### src/rtl/osc_sched_pkg.sv
// Shared types and constants for the oscillator slot sequencer and phase-reset scheduler.
package osc_sched_pkg;

  localparam int MERGE_CNT_W = 16;
  localparam int PKG_V_WIDTH = 3;
  localparam int PKG_O_WIDTH = 2;

  typedef struct packed {
    logic [PKG_V_WIDTH-1:0] voice;
    logic [PKG_O_WIDTH-1:0] osc;
  } slot_t;

  function automatic int slot_max(input int voices, input int v_osc);
    return voices * v_osc - 1;
  endfunction

endpackage

### src/rtl/osc_slot_counter.sv
// Wrapping {voice, osc} slot counter with enable; flags slot 0 and the last slot of the frame.
module osc_slot_counter
  import osc_sched_pkg::*;
#(
  parameter int VOICES  = 8,
  parameter int V_OSC   = 4,
  parameter int V_WIDTH = 3,
  parameter int O_WIDTH = 2
) (
  input  logic               sCLK_XVXOSC,
  input  logic               reset_data_N,
  input  logic               run,
  output logic [V_WIDTH-1:0] vx,
  output logic [O_WIDTH-1:0] ox,
  output logic               frame_start,
  output logic               last_slot
);

  localparam int S_W = V_WIDTH + O_WIDTH;
  localparam logic [S_W-1:0] SLOT_LAST = S_W'(slot_max(VOICES, V_OSC));

  logic [S_W-1:0] slot_p0;
  logic [S_W-1:0] slot_nxt;

  // last_slot is the frame-boundary event: only meaningful while the counter advances
  assign last_slot = run && (slot_p0 == SLOT_LAST);
  assign slot_nxt  = last_slot ? '0 : slot_p0 + 1'b1;

  always_ff @(posedge sCLK_XVXOSC or negedge reset_data_N) begin
    if (!reset_data_N) begin
      slot_p0     <= '0;
      frame_start <= 1'b1;
    end else if (run) begin
      slot_p0     <= slot_nxt;
      frame_start <= (slot_nxt == '0);
    end
  end

  assign vx = slot_p0[S_W-1:O_WIDTH];
  assign ox = slot_p0[O_WIDTH-1:0];

endmodule

### src/rtl/osc_phase_reset_sched.sv
// Phase-reset scheduler: queues one note-on reset per voice and releases them as whole-frame accumulator clears.
// Optional OSC_RESET_MERGE_CNT_EN adds a saturating count of requests merged into an already-pending voice.
module osc_phase_reset_sched
  import osc_sched_pkg::*;
#(
  parameter int VOICES  = 8,
  parameter int V_OSC   = 4,
  parameter int V_WIDTH = 3,
  parameter int O_WIDTH = 2
) (
  input  logic               sCLK_XVXOSC,
  input  logic               reset_data_N,
  input  logic               run,
  input  logic               req_valid,
  input  logic [V_WIDTH-1:0] req_voice,
  output logic               req_ready,
  output logic [V_WIDTH-1:0] vx,
  output logic [O_WIDTH-1:0] ox,
  output logic               frame_start,
  output logic [VOICES-1:0]  osc_accum_zero,
  output logic               busy,
  output logic               err_bad_voice
`ifdef OSC_RESET_MERGE_CNT_EN
  ,
  output logic [MERGE_CNT_W-1:0] merge_cnt
`endif
);

  localparam logic [V_WIDTH:0] VOICE_LIM = (V_WIDTH+1)'(VOICES);

  logic              boundary;
  logic              rdy_p0;
  logic              acc;
  logic              voice_ok;
  logic [VOICES-1:0] req_mask;
  logic [VOICES-1:0] pending_p0;
  logic [VOICES-1:0] pending_nxt;
  logic [VOICES-1:0] zero_nxt;

  osc_slot_counter #(
    .VOICES (VOICES),
    .V_OSC  (V_OSC),
    .V_WIDTH(V_WIDTH),
    .O_WIDTH(O_WIDTH)
  ) u_slot (
    .sCLK_XVXOSC (sCLK_XVXOSC),
    .reset_data_N(reset_data_N),
    .run         (run),
    .vx          (vx),
    .ox          (ox),
    .frame_start (frame_start),
    .last_slot   (boundary)
  );

  assign req_ready = rdy_p0;
  assign acc       = req_valid && rdy_p0;
  assign voice_ok  = {1'b0, req_voice} < VOICE_LIM;

  always_comb begin
    req_mask = '0;
    for (int v = 0; v < VOICES; v++)
      req_mask[v] = acc && voice_ok && (req_voice == V_WIDTH'(v));
  end

  // A request on the boundary cycle joins the frame being launched rather than waiting a frame
  always_comb begin
    pending_nxt = pending_p0 | req_mask;
    zero_nxt    = osc_accum_zero;
    if (boundary) begin
      zero_nxt    = pending_nxt;
      pending_nxt = '0;
    end
  end

  always_ff @(posedge sCLK_XVXOSC or negedge reset_data_N) begin
    if (!reset_data_N) begin
      rdy_p0         <= 1'b0;
      pending_p0     <= '0;
      osc_accum_zero <= '0;
      busy           <= 1'b0;
      err_bad_voice  <= 1'b0;
    end else begin
      rdy_p0         <= 1'b1;
      pending_p0     <= pending_nxt;
      osc_accum_zero <= zero_nxt;
      busy           <= (|pending_nxt) || (|zero_nxt);
      err_bad_voice  <= acc && !voice_ok;
    end
  end

`ifdef OSC_RESET_MERGE_CNT_EN
  function automatic logic [MERGE_CNT_W-1:0] sat_inc(input logic [MERGE_CNT_W-1:0] c);
    return (&c) ? c : c + 1'b1;
  endfunction

  logic merge_hit;
  assign merge_hit = |(pending_p0 & req_mask);

  always_ff @(posedge sCLK_XVXOSC or negedge reset_data_N) begin
    if (!reset_data_N) merge_cnt <= '0;
    else if (merge_hit) merge_cnt <= sat_inc(merge_cnt);
  end
`endif

endmodule

### config.mk
export PLATFORM = sky130hd
export DESIGN_NAME = osc_phase_reset_sched
export DESIGN_NICKNAME = d
export VERILOG_FILES = /design/src/rtl/osc_sched_pkg.sv /design/src/rtl/osc_slot_counter.sv /design/src/rtl/osc_phase_reset_sched.sv
export SDC_FILE = /design/constraint.sdc
export NUM_CORES = 1
export LEC_CHECK = 0
export BUFFER_PORTS_ARGS = -buffer_cell sky130_fd_sc_hd__buf_2
export CAP_MARGIN = 40
export CORE_AREA = 2 2 46 48
export CTS_BUF_LIST = sky130_fd_sc_hd__clkbuf_4
export DETAILED_ROUTE_END_ITERATION = 10
export DIE_AREA = 0 0 48 50
export PLACE_DENSITY = 0.83
export SLEW_MARGIN = 40
export SYNTH_ARGS = -nofsm -noshare
export SYNTH_HDL_FRONTEND = slang
export SYNTH_HIERARCHICAL = 1
export SYNTH_SLANG_ARGS = --single-unit
export TNS_END_PERCENT = 10
### constraint.sdc
create_clock -name sCLK_XVXOSC -period 3.4 [get_ports sCLK_XVXOSC]
set_input_delay 0.17 -clock sCLK_XVXOSC [delete_from_list [all_inputs] [get_ports sCLK_XVXOSC]]
set_output_delay 0.17 -clock sCLK_XVXOSC [all_outputs]
set_load 0.03 [all_outputs]
# Yosys cells after proc, flatten, opt, wreduce, memory -nomap -nowiden
# Cells that the tools add are included.
totals:
  reg_bits: 24
  inputBits: 7
  output_inout_bits: 17
  word_cells: 34
classes:
  n_addsub: 1
  eq_ne: 8
  mux: 3
  n_bitwise: 1
  reduce_logical: 15
op_table:
  columns: ["op", "count"]
  rows:
  - ["$mux W8", 2]
  - ["$reduce_or A8 Y1", 2]
  - ["$eq A3 B3 Y1 const B", 4]
  - ["$logic_and A1 B1 Y1", 10]
  - ["$or A8 B8 Y8", 1]
  - ["$eq A3 B2 Y1 const B", 2]
  - ["$add A5 B1 Y5 const B", 1]
  - ["$eq A5 B5 Y1 const B", 1]
  - ["$logic_not A5 Y1", 1]
  - ["$mux W5", 1]
  - ["$eq A3 B1 Y1 const B", 1]
  - ["$logic_not A3 Y1", 1]
  - ["$logic_or A1 B1 Y1", 1]

# Logic depth before layout (Yosys ltp)
# Gate-level depths: netlist of the first run.
depth:
  ltp_word: 6
  ltp_mapped: 8
  ltp_nobuf: 6

# Cells and area by module
# The synthesis of the first run kept the hierarchy.
modules_own_cells:
  columns: ["module", "instances", "cells_each", "area_each_um2", "seq_area_each_um2"]
  rows:
  - ["osc_phase_reset_sched", 1, 68, 701.9, 450.4]
  - ["osc_slot_counter", 1, 33, 370.4, 151.4]

# Worst setup path after synthesis of the first run
# OpenSTA, ideal clock, no wires.
synth_path:
  path_type: "register -> register"
  start: "reg u_slot.slot_p0[0]"
  end: "reg osc_accum_zero[3]"
  setup_ps: 126
  t_arrival_ps: 1894
  required_ps: 3274
  slack_ps: 1380
  path_stages_with_launch: 9
  n_path_buf: 2
  synth_period_minus_slack_ps: 2020
  path_cell_list: "dfrtp_1 > ha_1 > and3_1 > ha_1 > and2_2 > buf_2 > clkbuf_4 > nor2_1 > a21oi_1"
synth_between:
  elab_chain_len: 3
synth_rtl:
  columns: ["element", "line_no", "rtl"]
  rows:
  - ["start, declared", "osc_slot_counter.sv:22", "logic [S_W-1:0] slot_p0;"]
  - ["start signal, assigned", "osc_slot_counter.sv:34", "slot_p0 <= slot_nxt;"]
  - ["$eq A5 B5 Y1", "osc_slot_counter.sv:26", "assign last_slot = run && (slot_p0 == SLOT_LAST);"]
  - ["$logic_and A1 B1 Y1", "osc_slot_counter.sv:26", null]
  - ["via boundary", "osc_phase_reset_sched.sv:31", "logic boundary;"]
  - ["$mux W8", "osc_phase_reset_sched.sv:69", "if (boundary) begin"]
  - ["via zero_nxt[3]", "osc_phase_reset_sched.sv:38", "logic [VOICES-1:0] zero_nxt;"]
  - ["end signal, assigned", "osc_phase_reset_sched.sv:85", "osc_accum_zero <= zero_nxt;"]
  - ["end, declared", "osc_phase_reset_sched.sv:20", "output logic [VOICES-1:0] osc_accum_zero,"]
# The timed path passes the listed nets, and every way through them passes these cells.
# A chain may end at the register's enable or synchronous reset.

# Final worst setup path of the first run
layout_path:
  start: "reg u_slot.slot_p0[0]"
  end: "reg busy"
layout_between:
  elab_chain_len: 5
layout_rtl:
  columns: ["element", "line_no", "rtl"]
  rows:
  - ["$eq A5 B5 Y1 (*)", "osc_slot_counter.sv:26", null]
  - ["$logic_and A1 B1 Y1 (*)", "osc_slot_counter.sv:26", null]
  - ["via boundary", "osc_phase_reset_sched.sv:31", null]
  - ["$mux W8", "osc_phase_reset_sched.sv:69", null]
  - ["$reduce_or A8 Y1", "osc_phase_reset_sched.sv:86", "busy <= (|pending_nxt) || (|zero_nxt);"]
  - ["$logic_or A1 B1 Y1 (*)", "osc_phase_reset_sched.sv:86", null]
  - ["end signal, assigned", "osc_phase_reset_sched.sv:86", null]
  - ["end, declared", "osc_phase_reset_sched.sv:21", "output logic busy,"]
# The timed path passes the listed nets; every way through them passes the cells marked *.

==> flow_summary.yaml, run 1 <==
floorplan:
  start_util_pct: 56.4
  die-area_sq_um: 2400
  core-area_sq_um: 1900
  die_h_microns: 50
  pin_count: 24
  fp.dieW_microns: 48
  core.rowCount: 16
clock_network:
  insertion_delay_ns: 0.30
  root_buffer: "clkbuf_4"
  cts_setup_buffers: 0
  cts_tree: "built"
  htreeDepth: 1
  cts.clk_slew.worst_paths_ns: 0.12
  numCtsBuffers: 3
  clock_path_buffers: 2
  clock_sinks: 24
timing:
  fmax_ghz: 0.503
  clock-skew-final_ns: 0.00172
  finalHoldViolations: 0
  fin_crit_sh_pct: 58.4
  setup_slack_ns: 1.41
  setup-tns-final_ns: 0
  timing.slew.headroom_pct: 66.1
  tightest_slew_ns: 0.508
  slew_violations: 0
  rsz0062_at_grt: "false"
  period_needed_ns: 1.99
  setup_viol: 0
  fin_hold_ws_ns: 0.0997
routing:
  ant_nets: 0
  wl_microns: 1840
  vias: 796
  wire_per_inst_microns: 12.3
  drt-pass1-iter-count: 4
  drt_iter0_drc: 8
  via_per_inst: 5.31
  drcViolationCount: 0
cells_and_area:
  drive_gt1_share_pct: 29.3
  final_cell_mix: "dfrtp_1, buf_2, nor2_1"
  layout.cells.non_filler: 150
  final_common_cell: "dfrtp_1"
  nFillCells: 155
  area_growth_pct: 13.8
  nets: 134
  num_antenna_cells: 0
  utilization_pct: 64.1
  final_area_sq_um: 1220
setup_path:
  critical_path.cell_chain: "ha_1 > and3_1 > ha_1 > and2_2 > a21o_1 > nand4_1"
  max_stage_delay_ns: 0.47
  path_delay_family: "simple AND/OR/NAND/NOR gates"
  worst_setup_path_start_kind: "flop"
  worstSetupPathType: "reg2reg"
  cp_max_fo: 25
  cp_slowest_cell: "dfrtp_1"
  cp.arrival_ns: 2.17
  critPathCaptureType: "flop"
  worstPathRequired_ns: 3.58
  worst-path-buf-inv: 0
  crit_top_cell: "ha_1"
placed_design:
  io_buffers: 22
  placed_area_sq_um: 1180
  gp_congestion: 0.810
  dp_hpwl_microns: 1340
  placed_cells: 145
  dp_slack_ns: 1.44
synth:
  syn_area_per_cell_sq_um: 10.6
  synth_area_sq_um: 1070
  yosysWarnings: 6
  syn_inst: 101
  yosys.cell_types.count: 31
  syn_nets: 111
  ys_seq_area_share_pct: 56.1
  ys.flop_type: "dfrtp_1"
  async_reset_ff_share_pct: 100
  synth-edff-count: 0
  ys_ff_latch: 24
hold_path:
  min_path_type: "in2reg"
job:
  drv_cap: 0
global_route:
  antenna_found_initial: 0
  grt_max_degree: 26
  grtUsageTotal_pct: 18.3
  grt_first_pass_wirelength_microns: 3170
  grt_pass1_vias: 751
  grt_overflow: 0
status:
  status: "finished clean"
pwr:
  leakagePower_nw: 0.595
  p_per_area_nw_per_um2: 880
  finalPower_mw: 1.07
  ir_drop_v: 0.000529
-- final cells by class --
cell class                      instances  area [sq um]  area share, %
Sequential cell                        24           602           49.3
Multi-Input combinational cell         71           434           35.6
Timing Repair Buffer                   23           120           9.85
Tap cell                               27          33.8           2.77
Clock buffer                            3          22.5           1.85
Clock inverter                          1          3.75          0.308
Inverter                                1          3.75          0.308
-- timing repair --
action,in CTS,in global routing
hold buffers,1,0
endpoints found under the hold margin,23,0
gates resized for setup,0,0
-- kinds of logic after synthesis --
logic type,count (synthesis),share of synthesized area (%)
AOI/OAI and AO/OA,24,13.2
xor gates and xnor gates,2,1.63
adders and majority gates,3,3.50
buffers and inverters,6,3.38
DFF,24,56.1
muxes,2,2.10
other,2,0.700
and+or+nand+nor,38,19.4
-- path summary, 6_finish.rpt --
| kind | from | endpoint | slack, ns | cells past startpoint |
|---|---|---|---|---|
| hold reg to reg | pending_p0[1] | busy | 0.52 | 2 |
| setup / recovery | u_slot/slot_p0[0] | busy | 1.41 | 6 |
| hold / removal | req_valid | busy | 0.1 | 3 |
| setup reg to reg | u_slot/slot_p0[0] | busy | 1.41 | 6 |
| min in group asynchronous | reset_data_N | u_slot/slot_p0[2] | 0.37 | 2 |
| max in group asynchronous | reset_data_N | u_slot/frame_start | 2.67 | 2 |
-- metal layers --
metal  global-route usage (%)  part of all wire (%)  up-vias  routed length (microns)
li1                         -                     -      397                        -
met1                     25.6                    49      385                      910
met2                     27.1                    48       14                      875
met3                     4.40                   3.0        0                       55
met4                     6.76                     0        0                        0
met5                        0                     0        -                        0
-- synth_stat cells, types with 2 or more instances --
master | instances | area share (%)
o21ai_0 | 3 | 1.4
dfrtp_1 | 23 | 54
ha_1 | 3 | 3.5
nor4_1 | 4 | 2.3
a21oi_1 | 14 | 6.5
nand2_1 | 3 | 1.1
buf_2 | 2 | 0.93
conb_1 | 2 | 0.70
a21o_1 | 2 | 1.4
mux2_2 | 2 | 2.1
nor2_1 | 18 | 6.3
a31oi_1 | 3 | 1.8
and3_1 | 2 | 1.2
nor2b_1 | 2 | 1.2
buf_4 | 2 | 1.4
-- power breakdown --
| part | total, mW | internal (mW) | switching, mW |
|---|---|---|---|
| clock network | 0.121 | 0.0428 | 0.0780 |
| registers | 0.500 | 0.401 | 0.0983 |
| logic | 0.453 | 0.161 | 0.292 |
-- sequential cells by signal, summed over array words and instances (netlist names) --
name                flops
busy                    1
osc_accum_zero          8
pending_p0              8
req_ready               1
u_slot/frame_start      1
u_slot/slot_p0          5
-- tightest hold or removal path, cell delays in order --
cell	delay (ns)
buf_2	0.09
nand2_1	0.05
nand4_1	0.06
No activity file was read; power rests on OpenSTA's default activity.
==> run 2, diff against run 1 <==
--- a/config.mk
+++ b/config.mk
@@ -7,11 +7,11 @@
 export LEC_CHECK = 0
 export BUFFER_PORTS_ARGS = -buffer_cell sky130_fd_sc_hd__buf_2
 export CAP_MARGIN = 40
-export CORE_AREA = 2 2 46 48
+export CORE_AREA = 2 2 50 52
 export CTS_BUF_LIST = sky130_fd_sc_hd__clkbuf_4
 export DETAILED_ROUTE_END_ITERATION = 10
-export DIE_AREA = 0 0 48 50
-export PLACE_DENSITY = 0.83
+export DIE_AREA = 0 0 52 54
+export PLACE_DENSITY = 0.74
 export SLEW_MARGIN = 40
 export SYNTH_ARGS = -nofsm -noshare
 export SYNTH_HDL_FRONTEND = slang
==> constraint.sdc (replaced) <==
create_clock -name sCLK_XVXOSC -period 1.78 [get_ports sCLK_XVXOSC]
set_input_delay 0.089 -clock sCLK_XVXOSC [delete_from_list [all_inputs] [get_ports sCLK_XVXOSC]]
set_output_delay 0.089 -clock sCLK_XVXOSC [all_outputs]
set_load 0.03 [all_outputs]
==> flow_summary.yaml, run 2 (synthesized netlist as in run 1, its figures left out) <==
status:
  status: "finished clean"
placed_design:
  gp_congestion: 0.803
  io_buffers: 22
  dp_hpwl_microns: 1360
  placed_cells: 148
setup_path:
  path_delay_family: "simple AND/OR/NAND/NOR gates"
  timing.rr.start: "u_slot/slot_p0[0]"
  critical_path.cell_chain: "ha_4 > and3_4 > ha_4 > and2_4 > a21o_1 > nand4_1"
  worst-path-buf-inv: 0
  worst_setup_path_start_kind: "flop"
  cp_slowest_cell: "dfrtp_2"
  crit_top_cell: "ha_4"
  worstSetupPathType: "reg2reg"
  cp.arrival_ns: 1.79
  critPathCaptureType: "flop"
  cp_max_fo: 25
  worstPathRequired_ns: 1.97
  worstSetupStartpoint: "u_slot/slot_p0[0]"
  max_stage_delay_ns: 0.46
  r2r_slack_ns: 0.18
routing:
  wl_microns: 1860
  drcViolationCount: 0
  via_per_inst: 5.12
  vias: 783
  wire_per_inst_microns: 12.1
  drt_iter0_drc: 5
  ant_nets: 0
  drt-pass1-iter-count: 4
clock_network:
  cts.clk_slew.worst_paths_ns: 0.13
  cts_setup_buffers: 0
  root_buffer: "clkbuf_4"
  clock_sinks: 24
  cts_tree: "built"
  numCtsBuffers: 3
  clock_path_buffers: 2
  insertion_delay_ns: 0.30
  htreeDepth: 1
cells_and_area:
  final_cell_mix: "buf_2, dfrtp_1, nor2_1"
  final_common_cell: "buf_2"
  top_regs: "osc_accum_zero (8), pending_p0 (8), u_slot/slot_p0 (5)"
  drive_gt1_share_pct: 34.1
  area_growth_pct: 19.7
  num_antenna_cells: 0
  nets: 134
  layout.cells.non_filler: 153
global_route:
  antenna_found_initial: 0
  use_met2_pct: 24.5
  use_met1_pct: 21.0
  grt_first_pass_wirelength_microns: 3200
  grt_pass1_vias: 740
  grt_max_degree: 26
  grt_overflow: 0
  grtUsageTotal_pct: 15.3
  grt-busiest-layer: "met2"
  grt.met3_usage_pct: 2.78
timing:
  tightest_slew_ns: 0.515
  fin_crit_sh_pct: 89.8
  fmax_ghz: 0.626
  clock-skew-final_ns: 0.00919
  timing.slew.headroom_pct: 65.7
  period_needed_ns: 1.60
  finalHoldViolations: 0
  fin_hold_ws_ns: 0.0121
  rsz0062_at_grt: "false"
  setup-tns-final_ns: 0
  setup_viol: 0
  slew_violations: 0
pwr:
  leakagePower_nw: 0.602
  p_per_area_nw_per_um2: 1760
  ir_drop_v: 0.000917
floorplan:
  die-area_sq_um: 2810
  core-area_sq_um: 2320
  fp.dieW_microns: 52
  start_util_pct: 46.2
  pin_count: 24
  core.rowCount: 18
  die_h_microns: 54
hold_path:
  min-delay-start: "req_valid"
  min_path_type: "in2reg"
job:
  drv_cap: 0
==> run 2: changes by cell type in the layout (fill, tap and decap cells not counted), moves of 2 or more <==
cell and change:
ha_1 -2, ha_4 +2, dfrtp_2 +2, dfrtp_1 -2
==> run 2: cell type report <==
type                            count  area (sq um)
Clock buffer                        3          22.5
Clock inverter                      1          30.0
Fill cell                         204          1040
Inverter                            1          3.75
Multi-Input combinational cell     71           465
Sequential cell                    24           604
Tap cell                           30          37.5
Timing Repair Buffer               23           120
==> run 2: path summary, 6_finish.rpt <==
kind	end	depth (start not counted)
worst min-delay path	busy	3
min in group asynchronous	pending_p0[6]	2
worst max register to register	busy	6
worst max-delay path	busy	6
worst min register to register	busy	2
max in group asynchronous	u_slot/slot_p0[1]	2
==> run 2: report_power, final <==
part           internal, mW  switching (mW)
clock network         0.227           0.148
logic                 0.334           0.567
registers             0.772           0.209
==> run 2: timing repair <==
action / CTS / global route
gates resized for setup: 0 / 1
hold buffers: 1 / 0
setup endpoints to repair: 0 / 9
endpoints found under the hold margin: 23 / 0
==> run 2: metal layers <==
| layer | vias up | wire length (microns) |
|---|---|---|
| met5 | - | 0 |
| met4 | 0 | 0 |
| met3 | 0 | 73 |
| met2 | 18 | 877 |
| met1 | 369 | 904 |
| li1 | 396 | - |
==> run 2: through the flow <==
step                utilization, %  setup slack, ns  power, mW  instance area (sq um)
floorplan                        -           0.0102       1.62                   1110
global placement              52.6            0.125       1.86                   1220
detailed placement            52.6           0.0721       1.89                   1220
CTS                           55.3           0.0563       2.27                   1280
global route                  55.3           0.0813       2.41                   1280
finish                        55.3            0.181       2.26                   1280
==> run 2: worst register-to-register path, cell delays in order (launching register included) <==
cell and delay (ns):
dfrtp_2 0.46, ha_4 0.18, and3_4 0.19, ha_4 0.17
and2_4 0.30, a21o_1 0.12, nand4_1 0.08
==> run 3, diff against run 2 <==
--- a/config.mk
+++ b/config.mk
@@ -7,11 +7,11 @@
 export LEC_CHECK = 0
 export BUFFER_PORTS_ARGS = -buffer_cell sky130_fd_sc_hd__buf_2
 export CAP_MARGIN = 40
-export CORE_AREA = 2 2 50 52
+export CORE_AREA = 2 2 64 42
 export CTS_BUF_LIST = sky130_fd_sc_hd__clkbuf_4
 export DETAILED_ROUTE_END_ITERATION = 10
-export DIE_AREA = 0 0 52 54
-export PLACE_DENSITY = 0.74
+export DIE_AREA = 0 0 66 44
+export PLACE_DENSITY = 0.73
 export SLEW_MARGIN = 40
 export SYNTH_ARGS = -nofsm -noshare
 export SYNTH_HDL_FRONTEND = slang
==> flow_summary.yaml, run 3 (synthesized netlist as in run 1, its figures left out) <==
setup_path:
  critPathCaptureType: "flop"
  worstPathRequired_ns: 1.98
  worstSetupPathType: "reg2reg"
  crit_top_cell: "ha_4"
  max_stage_delay_ns: 0.45
  critical_path.cell_chain: "ha_4 > and3_4 > ha_4 > and2_4 > a21o_1 > nand4_1"
  cp_max_fo: 25
  cp.arrival_ns: 1.79
  cp_slowest_cell: "dfrtp_2"
  worst_setup_path_start_kind: "flop"
floorplan:
  die_h_microns: 44
  start_util_pct: 45.7
  core.rowCount: 14
  pin_count: 24
  die-area_sq_um: 2900
  fp.dieW_microns: 66
  core-area_sq_um: 2350
clock_network:
  cts_setup_buffers: 0
  root_buffer: "clkbuf_4"
  cts.clk_slew.worst_paths_ns: 0.12
  cts_tree: "built"
  htreeDepth: 1
  clock_path_buffers: 2
  numCtsBuffers: 3
  clock_sinks: 24
  insertion_delay_ns: 0.32
routing:
  wl_microns: 2080
  drt_iter0_drc: 54
  drcViolationCount: 0
  wire_per_inst_microns: 13.3
  ant_nets: 0
  via_per_inst: 5.27
  vias: 827
  drt-pass1-iter-count: 4
pwr:
  leakagePower_nw: 0.598
  switching_share_pct: 44.1
  ir_drop_v: 0.000870
  switchingPower_mw: 0.949
  cell_internal_pwr_mw: 1.20
  p_per_area_nw_per_um2: 1680
  power_frac_comb_pct: 43.8
  pwr-share-seq_pct: 45.2
  clockPowerShare_pct: 11.0
timing:
  slew_violations: 0
  fin_crit_sh_pct: 89.1
  setup_viol: 0
  finalHoldViolations: 0
  fmax_ghz: 0.631
  period_needed_ns: 1.59
  setup-tns-final_ns: 0
  timing.slew.headroom_pct: 65.8
  rsz0062_at_grt: "false"
  clock-skew-final_ns: 0.00908
  setup_slack_ns: 0.194
  tightest_slew_ns: 0.512
status:
  status: "finished clean"
global_route:
  grt_first_pass_wirelength_microns: 3620
  grt_overflow: 0
  grtUsageTotal_pct: 17.8
  grt_pass1_vias: 752
  grt_max_degree: 26
  antenna_found_initial: 0
hold_path:
  min_path_type: "in2reg"
placed_design:
  dp_hpwl_microns: 1530
  gp_congestion: 0.809
  io_buffers: 22
  dp_slack_ns: 0.0834
cells_and_area:
  num_antenna_cells: 0
  drive_gt1_share_pct: 33.6
  nFillCells: 216
  utilization_pct: 54.4
  final_common_cell: "buf_2"
  multi_input_area_sq_um: 465
  area_growth_pct: 19.1
  seqCellArea_sq_um: 604
  nets: 136
  final_cell_mix: "buf_2, dfrtp_1, nor2_1"
  top_regs: "osc_accum_zero (8), pending_p0 (8), u_slot/slot_p0 (5)"
job:
  drv_cap: 0
## run 3: cell types whose count changed in the layout (fill, tap and decap cells not counted), sizes merged
cell	previous run	this run
buf	22	23
clkinv	0	1
dlygate4sd3	1	2
bufinv	1	0
## run 3: power by group through the flow
stage,sequential (mW),clock [mW],combinational [mW]
floorplan,1.22,0,0.406
global placement,0.966,0,0.927
detailed placement,0.982,0,0.938
CTS,0.969,0.244,0.948
global route,0.998,0.277,1.04
finish,0.972,0.235,0.941
## run 3: timing repair
| item | 4_1_cts | 5_1_grt |
|---|---|---|
| hold endpoints to repair | 24 | 0 |
| endpoints found under the setup margin | 0 | 9 |
| hold buffers | 2 | 0 |
| resized for setup | 0 | 1 |
## run 3: worst max-delay path: cells and delay by family (launching register included)
kind	cells	cell delay (ns)
AOI/OAI and AO/OA	1	0.12
and+or+nand+nor	3	0.57
adders and majority gates	2	0.34
DFF	1	0.45
## run 3: routing by layer
layer | part of all wire [%] | GRT usage (%) | vias to the layer above
li1 | - | - | 403
met1 | 49 | 26.4 | 389
met2 | 42 | 22.8 | 31
met3 | 7.3 | 6.49 | 4
met4 | 2.2 | 8.57 | 0
met5 | 0 | 0 | -
## run 3: through the flow
step	hold slack, ns	power, mW	std cells	area, sq um
CTS	0.0766	2.16	157	1280
detailed placement	0.0969	1.92	151	1230
global route	0.0979	2.32	157	1280
global placement	0.0834	1.89	151	1230
finish	0.0859	2.15	157	1280
floorplan	-0.207	1.62	101	1110
## run 3: final cells by class
class,count,area share [%]
multi-input combinational,71,36.4
tap,32,3.13
sequential,24,47.3
clock buffer,3,1.76
clock inverter,1,0.294
inverter,1,0.294
timing repair buffer,25,10.8
## run 3: path summary, 6_finish.rpt
kind / start / end / slack, ns / cells past startpoint
worst max-delay path: u_slot/slot_p0[0] / busy / 0.19 / 6
worst min-delay path: run / u_slot/frame_start / 0.09 / 3
worst max register to register: u_slot/slot_p0[0] / busy / 0.19 / 6
worst min register to register: req_ready / busy / 0.52 / 2
max in group asynchronous: reset_data_N / u_slot/slot_p0[0] / 1.15 / 2
min in group asynchronous: reset_data_N / pending_p0[5] / 0.26 / 2
